## config.mk

```make
export PLATFORM = sky130hd
export DESIGN_NAME = fetch_ctrl_flat
export DESIGN_NICKNAME = d
export VERILOG_FILES = /design/src/rtl/fetch_pkg.sv /design/src/rtl/fetch_ctrl_if.sv /design/src/rtl/fetch_obuf.sv /design/src/rtl/fetch_ctrl.sv /design/src/flat_wrapper.sv
export SDC_FILE = /design/constraint.sdc
export NUM_CORES = 1
export LEC_CHECK = 0
export CORE_ASPECT_RATIO = 0.9
export CORE_UTILIZATION = 40
export DETAILED_ROUTE_END_ITERATION = 10
export PLACE_DENSITY = 0.7
export SYNTH_ARGS = -nofsm -noshare
export SYNTH_HDL_FRONTEND = slang
export SYNTH_SLANG_ARGS = --single-unit
export TNS_END_PERCENT = 30
```

## constraint.sdc

```tcl
create_clock -name clk -period 5.95 [get_ports clk]
set_clock_uncertainty 0.15 [all_clocks]
set_input_delay 0.595 -clock clk [delete_from_list [all_inputs] [get_ports clk]]
set_output_delay 0.595 -clock clk [all_outputs]
set_load 0.01 [all_outputs]
```

## src/rtl/fetch_pkg.sv

```systemverilog
// Shared types and constants for the instruction-fetch controller.
package fetch_pkg;

    localparam int unsigned INSTR_W = 32;
    localparam int unsigned ADDR_W  = 32;
    localparam logic [ADDR_W-1:0]  PC_INC   = 32'd4;
    localparam logic [INSTR_W-1:0] NOP_WORD = 32'h0;

    typedef enum logic [2:0] {
        IDLE,
        FETCH,
        HOLD,
        ADV,
        ERR
    } fetch_state_t;

    function automatic logic [ADDR_W-1:0] next_pc(input logic [ADDR_W-1:0] addr);
        return addr + PC_INC;
    endfunction

    function automatic logic misaligned(input logic [ADDR_W-1:0] addr);
        return addr[1:0] != 2'b00;
    endfunction

endpackage

```

## src/rtl/fetch_ctrl_if.sv

```systemverilog
// Instruction-memory read channel and decode-side ir buffer handshake.
interface fetch_ctrl_if;
    import fetch_pkg::*;

    logic               mem_rd;
    logic [ADDR_W-1:0]  mem_addr;
    logic               mem_done;
    logic [INSTR_W-1:0] mem_data;
    logic [INSTR_W-1:0] ir;
    logic [ADDR_W-1:0]  ir_pc4;
    logic               ir_valid;
    logic               ir_ready;

    modport master (
        output mem_rd, mem_addr, ir, ir_pc4, ir_valid,
        input  mem_done, mem_data, ir_ready
    );

    modport slave (
        input  mem_rd, mem_addr, ir, ir_pc4, ir_valid,
        output mem_done, mem_data, ir_ready
    );

endinterface

```

## src/rtl/fetch_obuf.sv

```systemverilog
// Single-entry ir/ir_pc4 output buffer with a one-word hold register for
// words that arrive while decode has not yet taken the current one.
module fetch_obuf
    import fetch_pkg::*;
(
    input  logic               clk,
    input  logic               clr,
    input  logic               flush,
    input  logic               load,
    input  logic               stash,
    input  logic               xfer,
    input  logic [INSTR_W-1:0] load_word,
    input  logic [ADDR_W-1:0]  load_pc4,
    input  logic               ready,
    output logic [INSTR_W-1:0] ir,
    output logic [ADDR_W-1:0]  ir_pc4,
    output logic               ir_valid,
    output logic               slot_free
);

    logic [INSTR_W-1:0] hold_word;
    logic [ADDR_W-1:0]  hold_pc4;

    assign slot_free = !ir_valid || ready;

    always_ff @(posedge clk or posedge clr) begin
        if (clr) begin
            hold_word <= NOP_WORD;
            hold_pc4  <= '0;
        end else if (stash) begin
            hold_word <= load_word;
            hold_pc4  <= load_pc4;
        end
    end

    always_ff @(posedge clk or posedge clr) begin
        if (clr) begin
            ir     <= NOP_WORD;
            ir_pc4 <= '0;
        end else if (load) begin
            ir     <= load_word;
            ir_pc4 <= load_pc4;
        end else if (xfer) begin
            ir     <= hold_word;
            ir_pc4 <= hold_pc4;
        end
    end

    // A flush beats both a same-cycle reload and a same-cycle accept.
    always_ff @(posedge clk or posedge clr) begin
        if (clr) begin
            ir_valid <= 1'b0;
        end else if (flush) begin
            ir_valid <= 1'b0;
        end else if (load || xfer) begin
            ir_valid <= 1'b1;
        end else if (ready) begin
            ir_valid <= 1'b0;
        end
    end

endmodule

```

## src/rtl/fetch_ctrl.sv

```systemverilog
// Instruction-fetch controller: pc -> imem read -> single-entry ir buffer.
// Optional fetch timeout fault enabled by defining FETCH_TIMEOUT_EN.
module fetch_ctrl
    import fetch_pkg::*;
#(
    parameter int TIMEOUT_CYC = 255,
    parameter int TO_W        = 8
) (
    input  logic              clk,
    input  logic              clr,
    input  logic [ADDR_W-1:0] pc,
    input  logic              branch,
    input  logic              jump,
    output logic              pc_enable,
    output logic [ADDR_W-1:0] pc_plus4,
    output logic              fetch_err,
    fetch_ctrl_if.master      bus
);

    if (TIMEOUT_CYC < 1 || TIMEOUT_CYC >= (1 << TO_W)) begin : g_cfg_check
        $error("fetch_ctrl: TIMEOUT_CYC must be in 1 .. 2**TO_W-1");
    end

    fetch_state_t state, state_nxt;

    logic redirect;
    logic flush_pend, flush_nxt;
    logic err_set;
    logic load, stash, xfer;
    logic slot_free;
    logic mem_rd;

    logic [INSTR_W-1:0] ir;
    logic [ADDR_W-1:0]  ir_pc4;
    logic               ir_valid;

    assign redirect = branch | jump;
    assign pc_plus4 = next_pc(pc);

`ifdef FETCH_TIMEOUT_EN
    logic [TO_W-1:0] to_cnt;
    logic            to_hit;

    // Cleared whenever outside FETCH, so every FETCH entry starts from zero.
    always_ff @(posedge clk or posedge clr) begin
        if (clr) begin
            to_cnt <= '0;
        end else if (state != FETCH) begin
            to_cnt <= '0;
        end else if (!bus.mem_done) begin
            to_cnt <= to_cnt + TO_W'(1);
        end
    end

    assign to_hit = (to_cnt == TO_W'(TIMEOUT_CYC - 1));
`else
    logic to_hit;
    assign to_hit = 1'b0;
`endif

    always_ff @(posedge clk or posedge clr) begin
        if (clr) begin
            state      <= IDLE;
            flush_pend <= 1'b0;
            fetch_err  <= 1'b0;
        end else begin
            state      <= state_nxt;
            flush_pend <= flush_nxt;
            if (err_set) begin
                fetch_err <= 1'b1;
            end
        end
    end

    always_comb begin
        state_nxt = state;
        flush_nxt = flush_pend;
        err_set   = 1'b0;
        mem_rd    = 1'b0;
        pc_enable = 1'b0;
        load      = 1'b0;
        stash     = 1'b0;
        xfer      = 1'b0;
        case (state)
            IDLE: state_nxt = FETCH;
            FETCH: begin
                if (misaligned(pc)) begin
                    state_nxt = ERR;
                    err_set   = 1'b1;
                end else begin
                    mem_rd = 1'b1;
                    if (bus.mem_done) begin
                        if (flush_pend || redirect) begin
                            state_nxt = ADV;
                        end else if (slot_free) begin
                            load      = 1'b1;
                            state_nxt = ADV;
                        end else begin
                            stash     = 1'b1;
                            state_nxt = HOLD;
                        end
                    end else if (to_hit) begin
                        state_nxt = ERR;
                        err_set   = 1'b1;
                    end else if (redirect) begin
                        // The request is already out; remember to drop its word.
                        flush_nxt = 1'b1;
                    end
                end
            end
            HOLD: begin
                if (redirect) begin
                    state_nxt = ADV;
                end else if (slot_free) begin
                    xfer      = 1'b1;
                    state_nxt = ADV;
                end
            end
            ADV: begin
                pc_enable = 1'b1;
                flush_nxt = 1'b0;
                state_nxt = FETCH;
            end
            ERR: state_nxt = ERR;
            default: state_nxt = IDLE;
        endcase
    end

    fetch_obuf u_obuf (
        .clk       (clk),
        .clr       (clr),
        .flush     (redirect),
        .load      (load),
        .stash     (stash),
        .xfer      (xfer),
        .load_word (bus.mem_data),
        .load_pc4  (pc_plus4),
        .ready     (bus.ir_ready),
        .ir        (ir),
        .ir_pc4    (ir_pc4),
        .ir_valid  (ir_valid),
        .slot_free (slot_free)
    );

    assign bus.mem_rd   = mem_rd;
    assign bus.mem_addr = mem_rd ? pc : '0;
    assign bus.ir       = ir;
    assign bus.ir_pc4   = ir_pc4;
    assign bus.ir_valid = ir_valid;

endmodule

```

## src/flat_wrapper.sv

```systemverilog
// flat-port wrapper written by rule: the top's interface ports become plain ports
module fetch_ctrl_flat import fetch_pkg::*;
#(
    parameter int TIMEOUT_CYC = 255,
    parameter int TO_W        = 8
)
  (clk, clr, pc, branch, jump, pc_enable, pc_plus4, fetch_err, bus_mem_rd, bus_mem_addr, bus_ir, bus_ir_pc4, bus_ir_valid, bus_mem_done, bus_mem_data, bus_ir_ready);
  fetch_ctrl_if bus_i ();
  input  logic clk;
  input  logic clr;
  input  logic [ADDR_W-1:0] pc;
  input  logic branch;
  input  logic jump;
  output logic pc_enable;
  output logic [ADDR_W-1:0] pc_plus4;
  output logic fetch_err;
  output wire logic [$bits(bus_i.mem_rd)-1:0] bus_mem_rd;
  output wire logic [$bits(bus_i.mem_addr)-1:0] bus_mem_addr;
  output wire logic [$bits(bus_i.ir)-1:0] bus_ir;
  output wire logic [$bits(bus_i.ir_pc4)-1:0] bus_ir_pc4;
  output wire logic [$bits(bus_i.ir_valid)-1:0] bus_ir_valid;
  input wire logic [$bits(bus_i.mem_done)-1:0] bus_mem_done;
  input wire logic [$bits(bus_i.mem_data)-1:0] bus_mem_data;
  input wire logic [$bits(bus_i.ir_ready)-1:0] bus_ir_ready;
  assign bus_mem_rd = bus_i.mem_rd;
  assign bus_mem_addr = bus_i.mem_addr;
  assign bus_ir = bus_i.ir;
  assign bus_ir_pc4 = bus_i.ir_pc4;
  assign bus_ir_valid = bus_i.ir_valid;
  assign bus_i.mem_done = bus_mem_done;
  assign bus_i.mem_data = bus_mem_data;
  assign bus_i.ir_ready = bus_ir_ready;
  fetch_ctrl #(.TIMEOUT_CYC(TIMEOUT_CYC), .TO_W(TO_W)) u_core (.clk(clk), .clr(clr), .pc(pc), .branch(branch), .jump(jump), .pc_enable(pc_enable), .pc_plus4(pc_plus4), .fetch_err(fetch_err), .bus(bus_i));
endmodule
```

==> out/results.ini <==
[logic_synthesis]
syn_area_um2 = 6710
seq_area_frac_synth = 0.500
ys_types = 54
synth_warnings = 0
synthCells = 714
synth_edf_count = 0
ys_dominant_reg_cell = dfrtp_1
ys_top_cells_by_area = dfrtp_1 (50%), nand2_1 (7.9%), a22o_1 (4.3%), a21o_1 (3.8%), a31oi_1 (3.4%)
ys_ff_latch = 134
async_flop_share = 1.00
synth.avg_cell_area_um2 = 9.40
synth_top_area_cell = dfrtp_1
yosys.area.top_type_share = 0.500

[routing]
routedWlPerCell_um = 17.6
viasPerCell = 5.45
first_pass_iters = 8
final_antenna_net_count = 0
wl_um = 19400
vias = 6026
drc = 18
drt-initial-drc-count = 477

[final_layout]
syn_to_final_growth_pct = 40.4
fin_nets = 959
mostFrequentLayoutCells = clkdlybuf4s50_1 (199), nand2_1 (142), dfrtp_1 (134), a31oi_1 (37), a21o_1 (34)
num_antenna_cells = 0
drive_gt1_frac = 0.0590
fin_area_um2 = 9420
final_common_cell = clkdlybuf4s50_1

[sta]
tns_ps = 0
final.period_utilization = 0.717
slew_viol_final = 0
tightest_slew_ps = 1230
relSlewSlack = 0.175
setup_viol = 0
final_hold_viol_count = 0
max_freq_mhz = 235
finalCriticalPeriod_ps = 4260
rsz0062_at_grt = false
whs_ps = 321

[critical_path]
cp.arrival_ps = 3520
critPathMaxStageDelay_ps = 1080
required_ps = 5200
crit_start = pc[10]
cp_num_cells = 6
reg2regPathDepth = 5
path_class = input port to primary output
crit_chain = clkdlybuf4s50_1 > nand4_1 > nor4_1 > nand4_1 > nand2_1 > clkdlybuf4s50_1
r2r-end = u_core.u_obuf.ir[5]
r2r-start = u_core.state[1]
path_max_fanout = 7
cp_top_family = simple AND/OR/NAND/NOR gates
start_kind = input port
slowest_stage = nor4_1
r2r_slack_ps = 3140
worst_setup_path_end_kind = primary output
crit_end = pc_plus4[31]
crit_buf_inv = 2

[cts]
worst_skew_pair.late_latency_ps = 420
cts_made_buffers = 17
clk_pin_slew_ps = 60
cts_tree = built
cts-hold-fix-buffers = 0
cts_root_buffer = clkbuf_16
clock-sinks = 134
htreeDepth = 4
post-cts-setup-buffers = 0
cts-root-to-sink-buffers = 2
cts_resized = 0

[power_and_ir_drop]
combPwrFrac = 0.299
p_sw_frac = 0.287
vdd_drop_max_mv = 0.218
p_sw_uw = 942
p_per_area_nw_per_um2 = 349
finalPower_uw = 3290
pwr-share-clk = 0.327
leakage_uw = 0.00447
seq_power_share = 0.373
intPower_uw = 2340

[die]
die_w_um = 139
initial_core_util = 0.413
rows = 44
io_pins = 202
dieArea_um2 = 17300
fp.coreArea_um2 = 16200
die_y_um = 125

[min_path]
min_path_cells = 1
worstHoldStart = u_core.fetch_err
hp-class = register to register

[placed_design]
portBuffers = 199
gp_congestion = 0.862
postPlaceCellArea_um2 = 8830
hpwl_um = 12900

[global_route]
track_usage = 0.231
busiest_layer = met2
grt_pass1_wl_um = 31200
met1_usage = 0.326
antenna_found_initial = 0
grt_pass1_vias = 5730
grt_max_degree = 93
grtUsageMet2 = 0.348
gr-total-overflow = 0
gr-usage-met3 = 0.0538

[run_status]
outcome = finished with violations
violations = DRC

[flow_run]
max-cap-violations = 0

power by group through the flow:
| stage | registers, µW | logic, µW | clock network, µW |
|---|---|---|---|
| global route | 1260 | 1060 | 1130 |
| CTS | 1230 | 994 | 1090 |
| finish | 1230 | 984 | 1080 |
| detailed placement | 1240 | 990 | 0 |
| floorplan | 1310 | 334 | 0 |
| global placement | 1240 | 985 | 0 |
cell usage after synthesis (5+ instances only):
master      n
a211oi_1   17
a21o_1     34
a221o_1     8
a22o_1     33
a31oi_1    37
and2_1     29
and4_1      5
buf_2       6
clkbuf_1   42
dfrtp_1   134
inv_1      33
mux2i_1    13
nand2_1   142
nand3_1    21
nand4_1     9
nor2_1     30
nor3_1      7
nor4_1      6
o211ai_1    5
o21ai_0    16
o31ai_1     7
or3_1       8
or4_1      12
xnor2_1     9
xor2_1      5
kinds of logic after synthesis:
group | count (synthesis) | share of synthesized area
and+or+nand+nor | 293 | 0.216
AOI/OAI and AO/OA | 168 | 0.185
DFF | 134 | 0.500
buffers and inverters | 86 | 0.0526
muxes | 17 | 0.0261
xor gates and xnor gates | 14 | 0.0183
adders and majority gates | 1 | 0.00186
other | 1 | 0.000559
worst min path at each step:
stage and end:
6_report u_core.fetch_err, 5_1_grt u_core.u_obuf.ir[10], 4_1_cts u_core.u_obuf.hold_word[0], 3_5_place_dp u_core.u_obuf.hold_word[6]
3_3_place_gp u_core.u_obuf.hold_word[24], 2_1_floorplan u_core.u_obuf.hold_word[0]
worst reg2reg max path, cell delays in order, from the launching register on:
cell and delay, ps:
dfrtp_1 440, or3b_1 600, nor4_4 920, buf_12 340, a22o_1 220, a21o_1 80
state kept, by name, summed over array words and instances (netlist names):
register and cells:
u_core.u_obuf.ir_valid 1, u_core.state 3, u_core.flush_pend 1, u_core.fetch_err 1, u_core.u_obuf.hold_word 32, u_core.u_obuf.ir 32, u_core.u_obuf.hold_pc4 32, u_core.u_obuf.ir_pc4 32
per-stage QoR:
stage	cells	utilization	setup slack, ps
after global placement	1076	0.544	1800
final	1106	0.580	1690
after detailed placement	1076	0.544	1740
after floorplan	715	-	1620
after global routing	1106	0.580	1470
after CTS	1106	0.580	1730
layout make-up:
class / instances / area [µm²]
fill: 1433 / 6820
sequential: 134 / 3350
multi-input combinational: 495 / 3020
timing repair buffer: 207 / 2060
clock buffer: 18 / 439
tap: 207 / 259
clock inverter: 12 / 155
inverter: 33 / 129
metal layers:
metal	part of all wire	wire, µm
met2	0.44	8630
met4	0.018	358
met5	0	0
met1	0.46	8940
met3	0.078	1510
No activity file was read; power rests on OpenSTA's default activity.
